===== src/rtl/regfile_mp_sb_if.sv =====
// Bus interface for the multi-port register file with pending-write scoreboard.
// The master modport belongs to the decode/write-back side and the slave modport
// belongs to the register file itself.
interface regfile_mp_sb_if #(
    parameter int DATA_W   = 32,
    parameter int ADDR_W   = 4,
    parameter int NUM_REGS = 15,
    parameter int NUM_RD   = 3
);
    logic [NUM_RD*ADDR_W-1:0] rd_addr;
    logic [NUM_RD*DATA_W-1:0] rd_data;
    logic [NUM_RD-1:0]        rd_busy;

    logic                     wb0_en;
    logic [ADDR_W-1:0]        wb0_dest;
    logic [DATA_W-1:0]        wb0_val;
    logic                     wb1_en;
    logic [ADDR_W-1:0]        wb1_dest;
    logic [DATA_W-1:0]        wb1_val;

    logic                     iss_en;
    logic [ADDR_W-1:0]        iss_dest;
    logic                     flush;

    logic [NUM_REGS-1:0]      pend_vec;
    logic                     any_pend;
    logic                     sb_err;

    modport master (
        output rd_addr, wb0_en, wb0_dest, wb0_val, wb1_en, wb1_dest, wb1_val,
               iss_en, iss_dest, flush,
        input  rd_data, rd_busy, pend_vec, any_pend, sb_err
    );

    modport slave (
        input  rd_addr, wb0_en, wb0_dest, wb0_val, wb1_en, wb1_dest, wb1_val,
               iss_en, iss_dest, flush,
        output rd_data, rd_busy, pend_vec, any_pend, sb_err
    );
endinterface


===== src/rtl/regfile_mp_sb.sv =====
// Multi-port register file with two prioritised write-back lanes and a
// per-register 2-bit pending-write scoreboard. Register 15 (PC) lives elsewhere.
// Optional feature: define REGFILE_BYPASS_EN to forward same-cycle write-back
// data to the read ports and discount same-cycle retirements from rd_busy.
module regfile_mp_sb #(
    parameter int DATA_W      = 32,
    parameter int ADDR_W      = 4,
    parameter int NUM_REGS    = 15,
    parameter int NUM_RD      = 3,
    parameter int RESET_INDEX = 1
) (
    input logic            clk,
    input logic            rst,
    regfile_mp_sb_if.slave bus
);
    localparam logic [ADDR_W:0] NUM_REGS_W = (ADDR_W+1)'(NUM_REGS);

    logic [DATA_W-1:0]   r_regs [NUM_REGS];
    logic [1:0]          r_cnt  [NUM_REGS];
    logic                r_sbErr;

    logic [1:0]          w_cntNext [NUM_REGS];
    logic [NUM_REGS-1:0] w_errVec;
    logic [NUM_REGS-1:0] w_pendVec;
    logic [NUM_RD*DATA_W-1:0] w_rdData;
    logic [NUM_RD-1:0]   w_rdBusy;

    // Register storage: lane 1 is applied after lane 0 so it wins on a shared destination
    always_ff @(posedge clk) begin
        if (rst) begin
            for (int i = 0; i < NUM_REGS; i++) begin
                r_regs[i] <= (RESET_INDEX != 0) ? DATA_W'(i) : '0;
            end
        end else begin
            for (int i = 0; i < NUM_REGS; i++) begin
                if (bus.wb1_en && bus.wb1_dest == ADDR_W'(i)) begin
                    r_regs[i] <= bus.wb1_val;
                end else if (bus.wb0_en && bus.wb0_dest == ADDR_W'(i)) begin
                    r_regs[i] <= bus.wb0_val;
                end
            end
        end
    end

    // Scoreboard arithmetic: cnt + issue - retirements, clamped to 0..3 with an error flag
    always_comb begin
        int sum;
        int inc;
        int dec;
        sum = 0;
        inc = 0;
        dec = 0;
        for (int i = 0; i < NUM_REGS; i++) begin
            inc = (bus.iss_en && bus.iss_dest == ADDR_W'(i)) ? 1 : 0;
            dec = ((bus.wb0_en && bus.wb0_dest == ADDR_W'(i)) ? 1 : 0)
                + ((bus.wb1_en && bus.wb1_dest == ADDR_W'(i)) ? 1 : 0);
            sum = int'(r_cnt[i]) + inc - dec;
            w_errVec[i]  = 1'b0;
            w_cntNext[i] = r_cnt[i];
            if (sum > 3) begin
                w_cntNext[i] = 2'd3;
                w_errVec[i]  = 1'b1;
            end else if (sum < 0) begin
                w_cntNext[i] = 2'd0;
                w_errVec[i]  = 1'b1;
            end else begin
                w_cntNext[i] = sum[1:0];
            end
        end
    end

    // Scoreboard state: flush discards the cycle's counter effects and never raises the error
    always_ff @(posedge clk) begin
        if (rst) begin
            for (int i = 0; i < NUM_REGS; i++) begin
                r_cnt[i] <= 2'd0;
            end
            r_sbErr <= 1'b0;
        end else if (bus.flush) begin
            for (int i = 0; i < NUM_REGS; i++) begin
                r_cnt[i] <= 2'd0;
            end
        end else begin
            for (int i = 0; i < NUM_REGS; i++) begin
                r_cnt[i] <= w_cntNext[i];
            end
            r_sbErr <= r_sbErr | (|w_errVec);
        end
    end

    // Pending summary for the hazard unit
    always_comb begin
        for (int i = 0; i < NUM_REGS; i++) begin
            w_pendVec[i] = (r_cnt[i] != 2'd0);
        end
    end

    genvar k;
    generate
        for (k = 0; k < NUM_RD; k++) begin : g_rd
            logic [ADDR_W-1:0] w_addr;
            logic              w_inRange;
            logic [DATA_W-1:0] w_data;
            logic              w_busy;

            assign w_addr    = bus.rd_addr[k*ADDR_W +: ADDR_W];
            assign w_inRange = ({1'b0, w_addr} < NUM_REGS_W);

            // Combinational read port; out-of-range addresses read as zero and never busy
            always_comb begin
                w_data = '0;
                w_busy = 1'b0;
                if (w_inRange) begin
`ifdef REGFILE_BYPASS_EN
                    logic       w_hit0;
                    logic       w_hit1;
                    logic [2:0] w_matches;
                    w_hit0    = bus.wb0_en && (bus.wb0_dest == w_addr);
                    w_hit1    = bus.wb1_en && (bus.wb1_dest == w_addr);
                    w_matches = {2'b00, w_hit0} + {2'b00, w_hit1};
                    if (w_hit1) begin
                        w_data = bus.wb1_val;
                    end else if (w_hit0) begin
                        w_data = bus.wb0_val;
                    end else begin
                        w_data = r_regs[w_addr];
                    end
                    w_busy = ({1'b0, r_cnt[w_addr]} > w_matches);
`else
                    w_data = r_regs[w_addr];
                    w_busy = (r_cnt[w_addr] != 2'd0);
`endif
                end
            end

            assign w_rdData[k*DATA_W +: DATA_W] = w_data;
            assign w_rdBusy[k]                  = w_busy;
        end
    endgenerate

    assign bus.rd_data  = w_rdData;
    assign bus.rd_busy  = w_rdBusy;
    assign bus.pend_vec = w_pendVec;
    assign bus.any_pend = |w_pendVec;
    assign bus.sb_err   = r_sbErr;
endmodule


===== src/flat_wrapper.sv =====
// flat-port wrapper written by rule: the top's interface ports become plain ports
module regfile_mp_sb_flat 
#(
    parameter int DATA_W      = 32,
    parameter int ADDR_W      = 4,
    parameter int NUM_REGS    = 15,
    parameter int NUM_RD      = 3,
    parameter int RESET_INDEX = 1
)
  (clk, rst, bus_rd_addr, bus_wb0_en, bus_wb0_dest, bus_wb0_val, bus_wb1_en, bus_wb1_dest, bus_wb1_val, bus_iss_en, bus_iss_dest, bus_flush, bus_rd_data, bus_rd_busy, bus_pend_vec, bus_any_pend, bus_sb_err);
  regfile_mp_sb_if #(.DATA_W(DATA_W), .ADDR_W(ADDR_W), .NUM_REGS(NUM_REGS), .NUM_RD(NUM_RD)) bus_i ();
  input logic clk;
  input logic rst;
  input wire logic [$bits(bus_i.rd_addr)-1:0] bus_rd_addr;
  input wire logic [$bits(bus_i.wb0_en)-1:0] bus_wb0_en;
  input wire logic [$bits(bus_i.wb0_dest)-1:0] bus_wb0_dest;
  input wire logic [$bits(bus_i.wb0_val)-1:0] bus_wb0_val;
  input wire logic [$bits(bus_i.wb1_en)-1:0] bus_wb1_en;
  input wire logic [$bits(bus_i.wb1_dest)-1:0] bus_wb1_dest;
  input wire logic [$bits(bus_i.wb1_val)-1:0] bus_wb1_val;
  input wire logic [$bits(bus_i.iss_en)-1:0] bus_iss_en;
  input wire logic [$bits(bus_i.iss_dest)-1:0] bus_iss_dest;
  input wire logic [$bits(bus_i.flush)-1:0] bus_flush;
  output wire logic [$bits(bus_i.rd_data)-1:0] bus_rd_data;
  output wire logic [$bits(bus_i.rd_busy)-1:0] bus_rd_busy;
  output wire logic [$bits(bus_i.pend_vec)-1:0] bus_pend_vec;
  output wire logic [$bits(bus_i.any_pend)-1:0] bus_any_pend;
  output wire logic [$bits(bus_i.sb_err)-1:0] bus_sb_err;
  assign bus_i.rd_addr = bus_rd_addr;
  assign bus_i.wb0_en = bus_wb0_en;
  assign bus_i.wb0_dest = bus_wb0_dest;
  assign bus_i.wb0_val = bus_wb0_val;
  assign bus_i.wb1_en = bus_wb1_en;
  assign bus_i.wb1_dest = bus_wb1_dest;
  assign bus_i.wb1_val = bus_wb1_val;
  assign bus_i.iss_en = bus_iss_en;
  assign bus_i.iss_dest = bus_iss_dest;
  assign bus_i.flush = bus_flush;
  assign bus_rd_data = bus_i.rd_data;
  assign bus_rd_busy = bus_i.rd_busy;
  assign bus_pend_vec = bus_i.pend_vec;
  assign bus_any_pend = bus_i.any_pend;
  assign bus_sb_err = bus_i.sb_err;
  regfile_mp_sb #(.DATA_W(DATA_W), .ADDR_W(ADDR_W), .NUM_REGS(NUM_REGS), .NUM_RD(NUM_RD), .RESET_INDEX(RESET_INDEX)) u_core (.clk(clk), .rst(rst), .bus(bus_i));
endmodule

===== config.mk =====
export PLATFORM = sky130hd
export DESIGN_NAME = regfile_mp_sb_flat
export DESIGN_NICKNAME = d
export VERILOG_FILES = /design/src/rtl/regfile_mp_sb_if.sv /design/src/rtl/regfile_mp_sb.sv /design/src/flat_wrapper.sv
export SDC_FILE = /design/constraint.sdc
export NUM_CORES = 1
export LEC_CHECK = 0
export BUFFER_PORTS_ARGS = -buffer_cell sky130_fd_sc_hd__buf_4
export CAP_MARGIN = 25
export CORE_MARGIN = 2
export CORE_UTILIZATION = 47
export CTS_CLUSTER_DIAMETER = 50
export DETAILED_ROUTE_END_ITERATION = 10
export SLEW_MARGIN = 15
export SYNTH_ARGS = -nofsm -noshare
export SYNTH_HDL_FRONTEND = slang
export SYNTH_SLANG_ARGS = --single-unit

===== constraint.sdc =====
create_clock -name clk -period 8.5 [get_ports clk]
set_clock_uncertainty 0.1 [all_clocks]
set_input_delay 1.7 -clock clk [delete_from_list [all_inputs] [get_ports clk]]
set_output_delay 1.7 -clock clk [all_outputs]
set_load 0.005 [all_outputs]

==> results.txt <==
----------------------------------------------------
[Outcome]
  Outcome ... completed

[Synth]
  Number of distinct standard cells referenced by the synthesized netlist ... 49
  Post-synth ARST share ... 0
  Netlist Area Pre-Place ... 0.0371 sq mm
  Part of the Yosys area used for sequential elements ... 0.412
  Most numerous cell types in the synthesized netlist ... sky130_fd_sc_hd__nand2_1, sky130_fd_sc_hd__edfxtp_1, sky130_fd_sc_hd__mux2i_1
  Seq cells post-synth ... 511
  Number of synthesized flops with an enable pin ... 508
  Avg Cell Area, Syn ... 11.0 sq um
  Compound-cell area share of the yosys netlist ... 0.0840
  Share of synthesized cell area in full adder, half adder and majority cells ... 0.0333
  Area share of the largest cell type after synthesis ... 0.411
  Biggest area contributors in the synthesized netlist ... sky130_fd_sc_hd__edfxtp_1, sky130_fd_sc_hd__mux4_2, sky130_fd_sc_hd__mux2i_1
  Combinational family with the most area after synthesis ... multiplexers
  Yosys Warn Count ... 0
  Post-Synth XOR/XNOR Area ... 0
  Synthesized instance count ... 3381
  Most frequently used flop master after synthesis ... sky130_fd_sc_hd__edfxtp_1
  Leading cell type by number of instances after synthesis ... sky130_fd_sc_hd__nand2_1
  Simple-Gate Fraction of Synth Area ... 0.119
  Portion of netlist area occupied by mux cells ... 0.298
  Area leader, netlist ... sky130_fd_sc_hd__edfxtp_1

[Route]
  Routed wire length per instance ... 31.5 um
  Met3 WL post-DR ... 17900 um
  Met1 wire length ... 49600 um
  Number of design-rule violations left by the first detailed-router iteration ... 4036
  Routed length on met2 ... 66100 um
  Highest signal layer in the routed design ... met5
  WL final ... 142000 um
  DRC violations left ... 0
  Vias ... 30784
  Routed via count divided by cell count ... 6.80
  TritonRoute pass-1 iters ... 6
  ANT nets after route ... 0

[Clock tree]
  Number of setup buffers added after CTS ... 0
  H-tree level count ... 3
  Clock latency on the worst-skew pair ... 620 ps
  TritonCTS clock tree ... done
  Hold bufs inserted after CTS ... 0
  CTS Root Cell ... sky130_fd_sc_hd__clkbuf_16
  Clock-pin slew reported for the worst setup and hold paths after clock tree synthesis ... 50 ps
  Clock Path Buffers ... 3
  Num Clock Sinks ... 511
  Number of cells upsized or downsized after cts ... 0
  Number of buffers inserted during clock tree synthesis ... 77

[Placement]
  Port bufs ... 209
  DP Cell Count ... 4388
  Area after detailed placement ... 0.0393 sq mm
  Pre-CTS WS ... 2310 ps
  Post-detail-place hpwl ... 80300 um
  Final weighted congestion in routability-driven placement ... 0.901

[Worst setup path]
  Capturing element type of the critical path ... output pin
  Startpoint of the worst register-to-register path ... u_core.r_cnt[10][1]$_SDFFCE_PN0P_
  Top fanout value on the critical path ... 71
  Worst reg-to-reg path cell count ... 10
  Critical Path AT ... 4380 ps
  Reg2reg setup slack ... 5840 ps
  Worst reg2reg path endpoint ... u_core.bus.sb_err$_SDFFE_PP0N_
  CP Capture Point ... bus_rd_data[30]
  Critical path launch point ... bus_rd_addr[0]
  Startpoint type of the worst setup path ... input pin
  WP data required ... 6700 ps
  CP Class ... input pin to output pin

[Cells and area]
  Final design instance area without fill ... 0.0418 sq mm
  Final Non-Filler Cells ... 4527
  Syn-to-layout area delta ... 12.6%
  Post-layout net count ... 3601
  Layout cells sized above 1 ... 0.221

[Power and ir drop]
  Total leakage power ... 15.8 nW
  Sequential fraction of design power ... 0.404
  Internal power ... 5.57 mW
  Switching power ... 2.22 mW
  Switching power share of the total ... 0.285
  Maximum vdd ir drop ... 143 uV
  Part of the total power dissipated in the clock network ... 0.410
  Pwr per Cell Area ... 186 mW/mm^2
  Combinational share of power ... 0.186

[Floorplan]
  Die width ... 285 um
  Top-Level Pins ... 210
  Area enclosed by the die boundary ... 0.0813 sq mm
  Effective utilization at floorplan ... 0.473
  Core Rows ... 103
  Floorplan core area ... 0.0786 sq mm
  Die extent in y ... 285 um

[Global route]
  Via count of the first global-routing pass ... 30718
  Initial antenna violation count ... 5
  Wire length of the first global-routing pass ... 205000 um
  Total global routing track utilization ... 0.346
  Largest net degree at the start of global routing ... 109
  Total global routing overflow ... 0

[Timing]
  Part of the cycle the worst path needs ... 0.728
  Number of max-slew violations in the final report ... 0
  Unrepaired setup endpoints after global routing ... no
  Highest clock rate ... 162 MHz
  Setup total negative slack ... 0 ps
  Worst setup slack after layout ... 2320 ps
  Actual transition at the worst max-transition pin ... 1150 ps
  Setup violation total in the final timing report ... 0
  Headroom to the max-slew limit ... 0.235
  Post-route minimum period ... 6180 ps
  Hold Fails Final Rpt ... 0

[Min path]
  Min-Delay Path Class ... register to register
  Worst Hold Depth ... 2

[Flow run]
  Max-cap viol count ... 0

----------------------------------------------------
-- critical path, stage by stage --
cell	delay [ps]
sky130_fd_sc_hd__clkbuf_8	610
sky130_fd_sc_hd__buf_12	570
sky130_fd_sc_hd__mux4_2	590
sky130_fd_sc_hd__mux4_2	550
sky130_fd_sc_hd__buf_4	170
-- power groups by stage --
stage               combinational, mW  sequential [mW]  clock, mW
floorplan                       0.919             3.13          0
global placement                 1.40             3.17          0
detailed placement               1.43             3.18          0
CTS                              1.43             3.14       3.20
global route                     1.53             3.16       3.31
finish                           1.45             3.15       3.19
-- cell families after synthesis --
family | Yosys count
DFF | 511
AOI/OAI and AO/OA | 547
and+or+nand+nor | 1054
buffers and inverters | 449
other | 1
adders and majority gates | 90
muxes | 729
-- how the worst min path moves through the flow --
stage / from / end / slack, ps
after floorplan: u_core.bus.sb_err$_SDFFE_PP0N_ / u_core.bus.sb_err$_SDFFE_PP0N_ / 370
after global placement: u_core.bus.sb_err$_SDFFE_PP0N_ / u_core.bus.sb_err$_SDFFE_PP0N_ / 370
after detailed placement: u_core.bus.sb_err$_SDFFE_PP0N_ / u_core.bus.sb_err$_SDFFE_PP0N_ / 380
after CTS: u_core.bus.sb_err$_SDFFE_PP0N_ / u_core.bus.sb_err$_SDFFE_PP0N_ / 380
after global routing: u_core.bus.sb_err$_SDFFE_PP0N_ / u_core.bus.sb_err$_SDFFE_PP0N_ / 410
final: u_core.bus.sb_err$_SDFFE_PP0N_ / u_core.bus.sb_err$_SDFFE_PP0N_ / 390
-- sequential cells by signal, indices dropped and copies added (netlist names) --
signal and cells:
u_core.r_cnt 30, u_core.bus.sb_err 1, u_core.r_regs 480
-- final cells by class --
class / count / area, sq um
diodes: 1 / 2.50
clock buffers: 87 / 2050
clock inverters: 51 / 479
fillers: 6785 / 36800
inverters: 98 / 370
multi-input cells: 2448 / 20100
flip-flops and latches: 511 / 15300
well taps: 1050 / 1310
repair buffers: 281 / 2200
-- cells in the final DEF, fill, tap and decap left out, types with 5 or more instances in the layout --
cell                         synthesis  routed
sky130_fd_sc_hd__o21bai_2            0       7
sky130_fd_sc_hd__a21oi_1           276     276
sky130_fd_sc_hd__nand3_1             8       8
sky130_fd_sc_hd__a22o_1             30      30
sky130_fd_sc_hd__mux4_2            301     301
sky130_fd_sc_hd__clkbuf_16           0      81
sky130_fd_sc_hd__nand2_1           666     659
sky130_fd_sc_hd__clkinv_4            0       5
sky130_fd_sc_hd__clkinv_2            0      12
sky130_fd_sc_hd__ha_2                0       5
sky130_fd_sc_hd__o22ai_1            97      97
sky130_fd_sc_hd__clkinv_1            0       7
sky130_fd_sc_hd__nor2_1            185     185
sky130_fd_sc_hd__fa_1               15      15
sky130_fd_sc_hd__nand3b_1            6       6
sky130_fd_sc_hd__buf_4              30     269
sky130_fd_sc_hd__a211o_1            14      14
sky130_fd_sc_hd__o21ai_1            92      92
sky130_fd_sc_hd__nor2b_2             0       8
sky130_fd_sc_hd__nor3_1             54      53
sky130_fd_sc_hd__or2_1               5       5
sky130_fd_sc_hd__clkbuf_1          208       6
sky130_fd_sc_hd__conb_1              1      28
sky130_fd_sc_hd__inv_6               0       6
sky130_fd_sc_hd__o21bai_1           22      13
sky130_fd_sc_hd__inv_2              11      10
sky130_fd_sc_hd__nand2_2             0       5
sky130_fd_sc_hd__o21ai_0             5       5
sky130_fd_sc_hd__bufinv_16           0       6
sky130_fd_sc_hd__clkinvlp_4          0      14
sky130_fd_sc_hd__edfxtp_1          508     508
sky130_fd_sc_hd__buf_6              11       5
sky130_fd_sc_hd__nor2b_1            71      61
sky130_fd_sc_hd__inv_1              87      87
sky130_fd_sc_hd__ha_1               75      70
sky130_fd_sc_hd__mux2i_1           426     426
sky130_fd_sc_hd__nand2b_1           20      19
sky130_fd_sc_hd__or3_2               0      11
-- per-stage QoR --
step / total power, mW / hold slack, ps / utilization
final: 7.79 / 386 / 0.532
after global routing: 8.00 / 408 / 0.532
after CTS: 7.77 / 383 / 0.532
after detailed placement: 4.61 / 375 / 0.500
after global placement: 4.57 / 372 / 0.499
after floorplan: 4.05 / 368 / -
-- per-layer routing --
layer  vias up  track usage
li1      12585            -
met1     15202        0.435
met2      2433        0.545
met3       560       0.0834
met4         4        0.203
met5         -            0
(Power assumes the default switching activity.)
